<file path="src/rtl/cpu_pkg.sv">
// rtl/cpu_pkg.sv - shared widths, reset address and fetch state encoding
package cpu_pkg;

  localparam int ADDR_W = 16;
  localparam int DATA_W = 16;

  localparam logic [ADDR_W-1:0] RESET_PC = 16'h0000;

  typedef enum logic [1:0] {
    FETCH_IDLE,
    FETCH_REQ,
    FETCH_HOLD
  } fetch_state_t;

endpackage

</file>
<file path="src/rtl/pc_register.sv">
// rtl/pc_register.sv - fetch program counter with load, increment and reset value
module pc_register
  import cpu_pkg::*;
#(
  parameter int W = ADDR_W
) (
  input  logic         i_clk,
  input  logic         i_rst,
  input  logic [W-1:0] i_rst_val,
  input  logic         i_load,
  input  logic [W-1:0] i_load_val,
  input  logic         i_inc,
  output logic [W-1:0] o_pc
);

  logic [W-1:0] r_pc;

  // A redirect load wins over the sequential increment; the increment wraps naturally
  always_ff @(posedge i_clk or posedge i_rst) begin
    if (i_rst) begin
      r_pc <= i_rst_val;
    end else if (i_load) begin
      r_pc <= i_load_val;
    end else if (i_inc) begin
      r_pc <= r_pc + W'(1);
    end
  end

  assign o_pc = r_pc;

endmodule

</file>
<file path="src/rtl/fetch_unit.sv">
// rtl/fetch_unit.sv - MERC-16 instruction fetch stage, one outstanding memory read
module fetch_unit #(
  parameter logic [cpu_pkg::ADDR_W-1:0] RESET_PC = cpu_pkg::RESET_PC
) (
  input  logic                       i_clk,
  input  logic                       i_rst,
  output logic                       o_mem_req,
  output logic [cpu_pkg::ADDR_W-1:0] o_mem_addr,
  input  logic                       i_mem_ack,
  input  logic [cpu_pkg::DATA_W-1:0] i_mem_data,
  input  logic                       i_stall,
  input  logic                       i_br_taken,
  input  logic [cpu_pkg::ADDR_W-1:0] i_br_target,
  output logic                       o_ir_valid,
  input  logic                       i_ir_ready,
  output logic [cpu_pkg::DATA_W-1:0] o_ir,
  output logic [cpu_pkg::ADDR_W-1:0] o_ir_pc
);

  import cpu_pkg::*;

  fetch_state_t      r_state;
  fetch_state_t      w_state_nxt;
  logic              r_kill;
  logic              w_kill_nxt;
  logic              r_mem_req;
  logic              w_mem_req_nxt;
  logic [ADDR_W-1:0] r_mem_addr;
  logic [ADDR_W-1:0] w_mem_addr_nxt;
  logic              r_ir_valid;
  logic              w_ir_valid_nxt;
  logic [DATA_W-1:0] r_ir;
  logic [ADDR_W-1:0] r_ir_pc;
  logic              w_capture;
  logic              w_pc_inc;
  logic [ADDR_W-1:0] w_fetch_pc;
  logic [ADDR_W-1:0] w_issue_pc;

  // A redirect in the same cycle as an issue decision must be the address issued
  assign w_issue_pc = i_br_taken ? i_br_target : w_fetch_pc;

  pc_register #(
    .W(ADDR_W)
  ) u_pc (
    .i_clk      (i_clk),
    .i_rst      (i_rst),
    .i_rst_val  (RESET_PC),
    .i_load     (i_br_taken),
    .i_load_val (i_br_target),
    .i_inc      (w_pc_inc),
    .o_pc       (w_fetch_pc)
  );

  // Next-state and next-output decisions; every register holds unless a state acts
  always_comb begin
    w_state_nxt    = r_state;
    w_kill_nxt     = r_kill;
    w_mem_req_nxt  = r_mem_req;
    w_mem_addr_nxt = r_mem_addr;
    w_ir_valid_nxt = r_ir_valid;
    w_capture      = 1'b0;
    w_pc_inc       = 1'b0;
    case (r_state)
      FETCH_IDLE: begin
        w_mem_req_nxt = 1'b0;
        if (!i_stall) begin
          w_state_nxt    = FETCH_REQ;
          w_mem_req_nxt  = 1'b1;
          w_mem_addr_nxt = w_issue_pc;
        end
      end
      FETCH_REQ: begin
        if (i_mem_ack) begin
          if (r_kill || i_br_taken) begin
            // stale data from before a redirect is dropped and the target refetched
            w_kill_nxt = 1'b0;
            if (!i_stall) begin
              w_mem_addr_nxt = w_issue_pc;
            end else begin
              w_state_nxt   = FETCH_IDLE;
              w_mem_req_nxt = 1'b0;
            end
          end else begin
            w_capture      = 1'b1;
            w_pc_inc       = 1'b1;
            w_ir_valid_nxt = 1'b1;
            w_mem_req_nxt  = 1'b0;
            w_state_nxt    = FETCH_HOLD;
          end
        end else if (i_br_taken) begin
          // the request cannot be withdrawn, so remember to discard its data
          w_kill_nxt = 1'b1;
        end
      end
      FETCH_HOLD: begin
        if (i_br_taken || i_ir_ready) begin
          w_ir_valid_nxt = 1'b0;
          if (!i_stall) begin
            w_state_nxt    = FETCH_REQ;
            w_mem_req_nxt  = 1'b1;
            w_mem_addr_nxt = w_issue_pc;
          end else begin
            w_state_nxt = FETCH_IDLE;
          end
        end
      end
      default: begin
        w_state_nxt   = FETCH_IDLE;
        w_mem_req_nxt = 1'b0;
      end
    endcase
  end

  // Control and memory-side output registers
  always_ff @(posedge i_clk or posedge i_rst) begin
    if (i_rst) begin
      r_state    <= FETCH_IDLE;
      r_kill     <= 1'b0;
      r_mem_req  <= 1'b0;
      r_mem_addr <= RESET_PC;
      r_ir_valid <= 1'b0;
    end else begin
      r_state    <= w_state_nxt;
      r_kill     <= w_kill_nxt;
      r_mem_req  <= w_mem_req_nxt;
      r_mem_addr <= w_mem_addr_nxt;
      r_ir_valid <= w_ir_valid_nxt;
    end
  end

  // Instruction and its address are captured together and kept after consumption
  always_ff @(posedge i_clk or posedge i_rst) begin
    if (i_rst) begin
      r_ir    <= '0;
      r_ir_pc <= '0;
    end else if (w_capture) begin
      r_ir    <= i_mem_data;
      r_ir_pc <= w_fetch_pc;
    end
  end

  assign o_mem_req  = r_mem_req;
  assign o_mem_addr = r_mem_addr;
  assign o_ir_valid = r_ir_valid;
  assign o_ir       = r_ir;
  assign o_ir_pc    = r_ir_pc;

endmodule
</file>
<file path="config.mk">
export PLATFORM = sky130hd
export DESIGN_NAME = fetch_unit
export DESIGN_NICKNAME = d
export VERILOG_FILES = /design/src/rtl/cpu_pkg.sv /design/src/rtl/pc_register.sv /design/src/rtl/fetch_unit.sv
export SDC_FILE = /design/constraint.sdc
export NUM_CORES = 1
export LEC_CHECK = 0
export ABC_AREA = 1
export BUFFER_PORTS_ARGS = -buffer_cell sky130_fd_sc_hd__buf_2
export CAP_MARGIN = 25
export CORE_MARGIN = 3
export CORE_UTILIZATION = 35
export CTS_BUF_LIST = sky130_fd_sc_hd__clkbuf_8
export CTS_CLUSTER_SIZE = 24
export DETAILED_ROUTE_END_ITERATION = 10
export SETUP_SLACK_MARGIN = 0.15
export SLEW_MARGIN = 30
export SYNTH_ARGS = -nofsm -noshare
export SYNTH_HDL_FRONTEND = slang
export SYNTH_SLANG_ARGS = --single-unit
</file>
<file path="constraint.sdc">
create_clock -name i_clk -period 3.6 [get_ports i_clk]
set_input_delay 0.72 -clock i_clk [delete_from_list [all_inputs] [get_ports i_clk]]
set_output_delay 0.72 -clock i_clk [all_outputs]
set_load 0.02 [all_outputs]
</file>
Word-level counts from Yosys, hierarchy flattened

Index checks and enable logic that the tools add are counted.

Register bits after elaboration: 69
Input port bits: 38
Output and inout bits: 50
Word-level logic and storage cells: 63

Add/sub/neg operators: 1
Equality and inequality tests: 10
Mux-type cells: 32
Reduce and logical (&&, ||, !) cells: 12

Operators by type and width:

| operator                | count |
|---|---|
| $mux W16                | 7 |
| $pmux W16 S3            | 1 |
| $add A16 B1 Y16 const B | 1 |
| $mux W1                 | 16 |
| $reduce_and A4 Y1       | 4 |
| $ne A2 B2 Y1 const B    | 6 |
| $mux W2                 | 5 |
| $pmux W2 S3             | 1 |
| $reduce_bool A2 Y1      | 3 |
| $ne A3 B3 Y1 const B    | 1 |
| $pmux W1 S3             | 1 |
| $reduce_and A3 Y1       | 1 |
| $reduce_bool A3 Y1      | 1 |
| $eq A2 B1 Y1 const B    | 1 |
| $eq A2 B2 Y1 const B    | 1 |
| $logic_not A2 Y1        | 1 |
| $logic_or A1 B1 Y1      | 2 |
| $ne A2 B1 Y1 const B    | 1 |
| $pmux W1 S2             | 1 |

Longest topological paths before layout

Word-level depth: 6
Depth in mapped cells: 9
Mapped depth without buffers: 9

Worst setup path before layout

Ideal clock, no wire load.

Kind: input port to flip-flop
Start point: in i_br_taken
End point: reg r_ir[0] (netlist: o_ir[0])
Setup time: 116 ps
Data arrival time: 1,492 ps
Path slack: 1,992 ps
Stages on the path: 7
Cell sequence: buf_6 > nor2_8 > nand3_4 > buf_6 > buf_2 > nand2_1 > nand2_1

Word-level cells in the longest chain between the ends: 4

Ends and longest elaborated chain:

| item                 | RTL line          | RTL |
|---|---|---|
| start, declared      | fetch_unit.sv:12  | `input logic i_br_taken,` |
| $logic_or A1 B1 Y1   | fetch_unit.sv:74  | `if (r_kill \|\| i_br_taken) begin` |
| $mux W1              | fetch_unit.sv:74  |  |
| $mux W1              | fetch_unit.sv:73  | `if (i_mem_ack) begin` |
| $mux W1              | fetch_unit.sv:63  | `case (r_state)` |
| end signal, assigned | fetch_unit.sv:137 | `r_ir <= i_mem_data;` |
| end, declared        | fetch_unit.sv:32  | `logic [DATA_W-1:0] r_ir;` |

Every way passes these cells.
A chain may end at the register's enable or synchronous reset.

Worst setup path in the final report

Start point: in i_br_taken
End point: reg u_pc.r_pc[0] (netlist: u_pc.o_pc[0])

Word-level cells in the longest chain between the ends: 5
Elaborated cells between the ends (all ways): 6

Ends and longest elaborated chain:

| item                         | RTL line          | RTL |
|---|---|---|
| $logic_or A1 B1 Y1           | fetch_unit.sv:74  |  |
| $mux W1                      | fetch_unit.sv:74  |  |
| $mux W1                      | fetch_unit.sv:73  |  |
| $mux W1                      | fetch_unit.sv:63  |  |
| $reduce_bool A2 Y1 (no line) | --                |  |
| end signal, assigned         | pc_register.sv:21 | `r_pc <= i_rst_val;` |
| end signal, assigned         | pc_register.sv:23 | `r_pc <= i_load_val;` |
| end signal, assigned         | pc_register.sv:25 | `r_pc <= r_pc + W'(1);` |
| end, declared                | pc_register.sv:16 | `logic [W-1:0] r_pc;` |

Parallel ways exist; a longest one is shown, timed or not.

==> impl_metrics.csv <==
group,metric,value,unit
clocking,clock_sinks,69,
timing,rsz0062_at_grt,"false",
clocking,post_cts.repair.setup_buffers,0,
timing,min_period_over_period,60.2,%
critical_path,path_buf_inv,2,
detailed_routing,first_pass_iters,4,
critical_path,crit_required,3.83,ns
critical_path,timing.critical_path.mode_cell,"nand2_1",
yosys,syn_inst,417,
clocking,postCtsHoldBufs,0,
clocking,clockBufferDepth,2,
grt,antenna_found_initial,0,
timing,max_freq,461,MHz
timing,skew,0.00749,ns
power,vdd_drop_max,0.198,mV
place,place_congestion,0.811,
place,dp_hpwl,6.06,mm
detailed_routing,via_count,2934,
timing,hold_violations,0,
timing,final.min_clock_period,2.17,ns
yosys,synthFlopType,"dfrtp_1",
detailed_routing,viasPerCell,4.64,
yosys,ys_seq_area_share,51.9,%
clocking,cts.htree.levels,3,
final_layout,num_antenna_cells,0,
critical_path,critPathKind,"input port to register",
floorplan,rows,34,
critical_path,reg2reg_depth,8,
detailed_routing,drt_iter0_markers,173,
hold_path,hold_depth,2,
timing,finalMaxSlewViolations,0,
critical_path,max_stage_delay,0.51,ns
yosys,syn_nets,456,
floorplan,fp.dieArea,10700,um^2
critical_path,crit_arrival,2.40,ns
critical_path,slowest_stage,"inv_2",
timing,finalSetupViolCount,0,
clocking,cts_resized,0,
job,drv_cap,0,
final_layout,fillers,931,
floorplan,num_io_pins,88,
critical_path,path_cells,"buf_2 > nor2_8 > nand3_4 > inv_2 > nand2_1 > o21ai_1 > nand2_1",
clocking,clk_latency,0.34,ns
yosys,synth_seq_cells,69,
final_layout,drive_gt1_share,26.0,%
clocking,cts_tree,"built",
status,status,"complete, no violations",
timing,worst_pin_slew,0.737,ns
critical_path,cp_max_fo,50,
place,port_buffers,87,
floorplan,die_height,104,um
critical_path,worst-path-stages,7,
yosys,yosysWarnings,0,
timing,whs,0.480,ns
detailed_routing,wl_per_cell,13.1,um
floorplan,coreArea,8980,um^2
power,p_leak,2.16,nW
grt,grt_pass1_vias,2886,
final_layout,fin_nets,542,
grt,grt_overflow,0,
detailed_routing,drc,0,
grt,grt_max_degree,51,
timing,setup_tns,0,ns
grt,grt_usage,16.1,%
detailed_routing,ant_nets,0,
floorplan,start_util,37.1,%
yosys,async_reset_ff_share,100,%
yosys,ys_types,31,
timing,relSlewSlack,50.8,%
critical_path,start_kind,"input port",
detailed_routing,wl,8.32,mm
clocking,cts_buffers,9,
critical_path,cp-end-kind,"register",
yosys,synth_edf_count,0,
final_layout,area_growth,20.2,%
critical_path,crit_family,"simple AND/OR/NAND/NOR gates",
floorplan,die_w,104,um
power,power_density,773,nW/um^2
clocking,clk_pin_slew,0.07,ns
power,power,3.09,mW
hold_path,hp-class,"register to register",
yosys,synthesis.area,3330,um^2
grt,grt_pass1_wl,14.3,mm
yosys,avgSynthCellArea,7.98,um^2
clocking,cts_root_buf,"clkbuf_8",
==> Yosys cell counts (all sizes together), types with 2 or more instances <==
master,count,area share [%]
buf,13,3.0
dfrtp,69,52
nor3,5,1.1
nor2,26,3.8
a21oi,5,0.86
o21ai,45,7.4
inv,34,3.8
nand3,18,3.1
o21a,2,0.45
clkbuf,2,0.23
o211ai,2,0.45
nand4,8,1.5
nand2,182,21
==> area by class of cell <==
class	count	area (um^2)	share of cell area, %
flip-flops and latches	69	1730	43.2
multi-input cells	299	1370	34.1
repair buffers	90	458	11.4
well taps	126	158	3.94
clock buffers	10	138	3.44
inverters	34	128	3.19
clock inverters	5	27.5	0.688
==> path summary, 6_finish.rpt <==
path / start / endpoint / slack, ns
worst max-delay path: i_br_taken / u_pc.o_pc[0] / 1.43
max in group asynchronous: i_rst / o_mem_addr[13] / 2.34
worst min-delay path: o_ir[1] / o_ir[1] / 0.48
min in group asynchronous: i_rst / o_ir[4] / 0.50
worst min register to register: o_ir[1] / o_ir[1] / 0.48
worst max register to register: r_state[1] / u_pc.o_pc[0] / 1.64
==> logic make-up after synthesis <==
logic type / synth area share, %
compound gates: 9.81
simple gates: 30.9
buf+inv: 7.10
fa+ha+maj: 0.376
flops: 51.9
==> power breakdown <==
part	switching (mW)	internal [mW]	total, mW
combinational	0.843	0.406	1.25
clock	0.292	0.260	0.552
sequential	0.202	1.09	1.29
total	1.34	1.75	3.09
==> state kept, by name, indices dropped and copies added (netlist names) <==
signal	cells
o_mem_req	1
r_kill	1
o_mem_addr	16
o_ir	16
r_state	2
o_ir_valid	1
u_pc.o_pc	16
o_ir_pc	16
==> tightest hold or removal path, stage by stage (launching register included) <==
cell	delay [ns]
dfrtp_1	0.34
nand2_1	0.06
nand2_1	0.05
==> through the flow <==
stage | instance area, um^2 | std cells | setup WS [ns] | utilization, %
floorplan | 3330 | 417 | 1.14 | -
global placement | 3840 | 618 | 1.13 | 42.7
detailed placement | 3840 | 618 | 1.06 | 42.7
CTS | 4000 | 633 | 1.41 | 44.6
global route | 4000 | 633 | 1.19 | 44.6
finish | 4000 | 633 | 1.43 | 44.6
==> layer usage <==
metal / part of all wire, % / vias to the layer above / track usage [%]
li1: - / 1497 / -
met2: 47 / 67 / 26.1
met1: 48 / 1359 / 21.9
met4: 1.4 / 0 / 5.60
met5: 0 / - / 0
met3: 4.2 / 11 / 2.55
==> cell usage in the layout, fill, tap and decap left out, types with 2 or more instances in the layout <==
master | netlist | layout
o21a_1 | 2 | 2
inv_1 | 28 | 27
nor3_1 | 4 | 4
clkinv_2 | 0 | 4
nor2_1 | 20 | 20
nand2_1 | 178 | 178
nand4_1 | 8 | 8
buf_4 | 2 | 3
a21oi_1 | 4 | 4
o21ai_0 | 33 | 33
nand2_2 | 3 | 3
clkbuf_8 | 0 | 10
dfrtp_1 | 69 | 69
o21ai_1 | 6 | 6
inv_2 | 6 | 7
o211ai_1 | 2 | 2
nor2_2 | 5 | 5
o21ai_2 | 6 | 6
buf_2 | 6 | 87
nand3_1 | 17 | 17
Note: power is estimated with default switching activity, not from simulation.
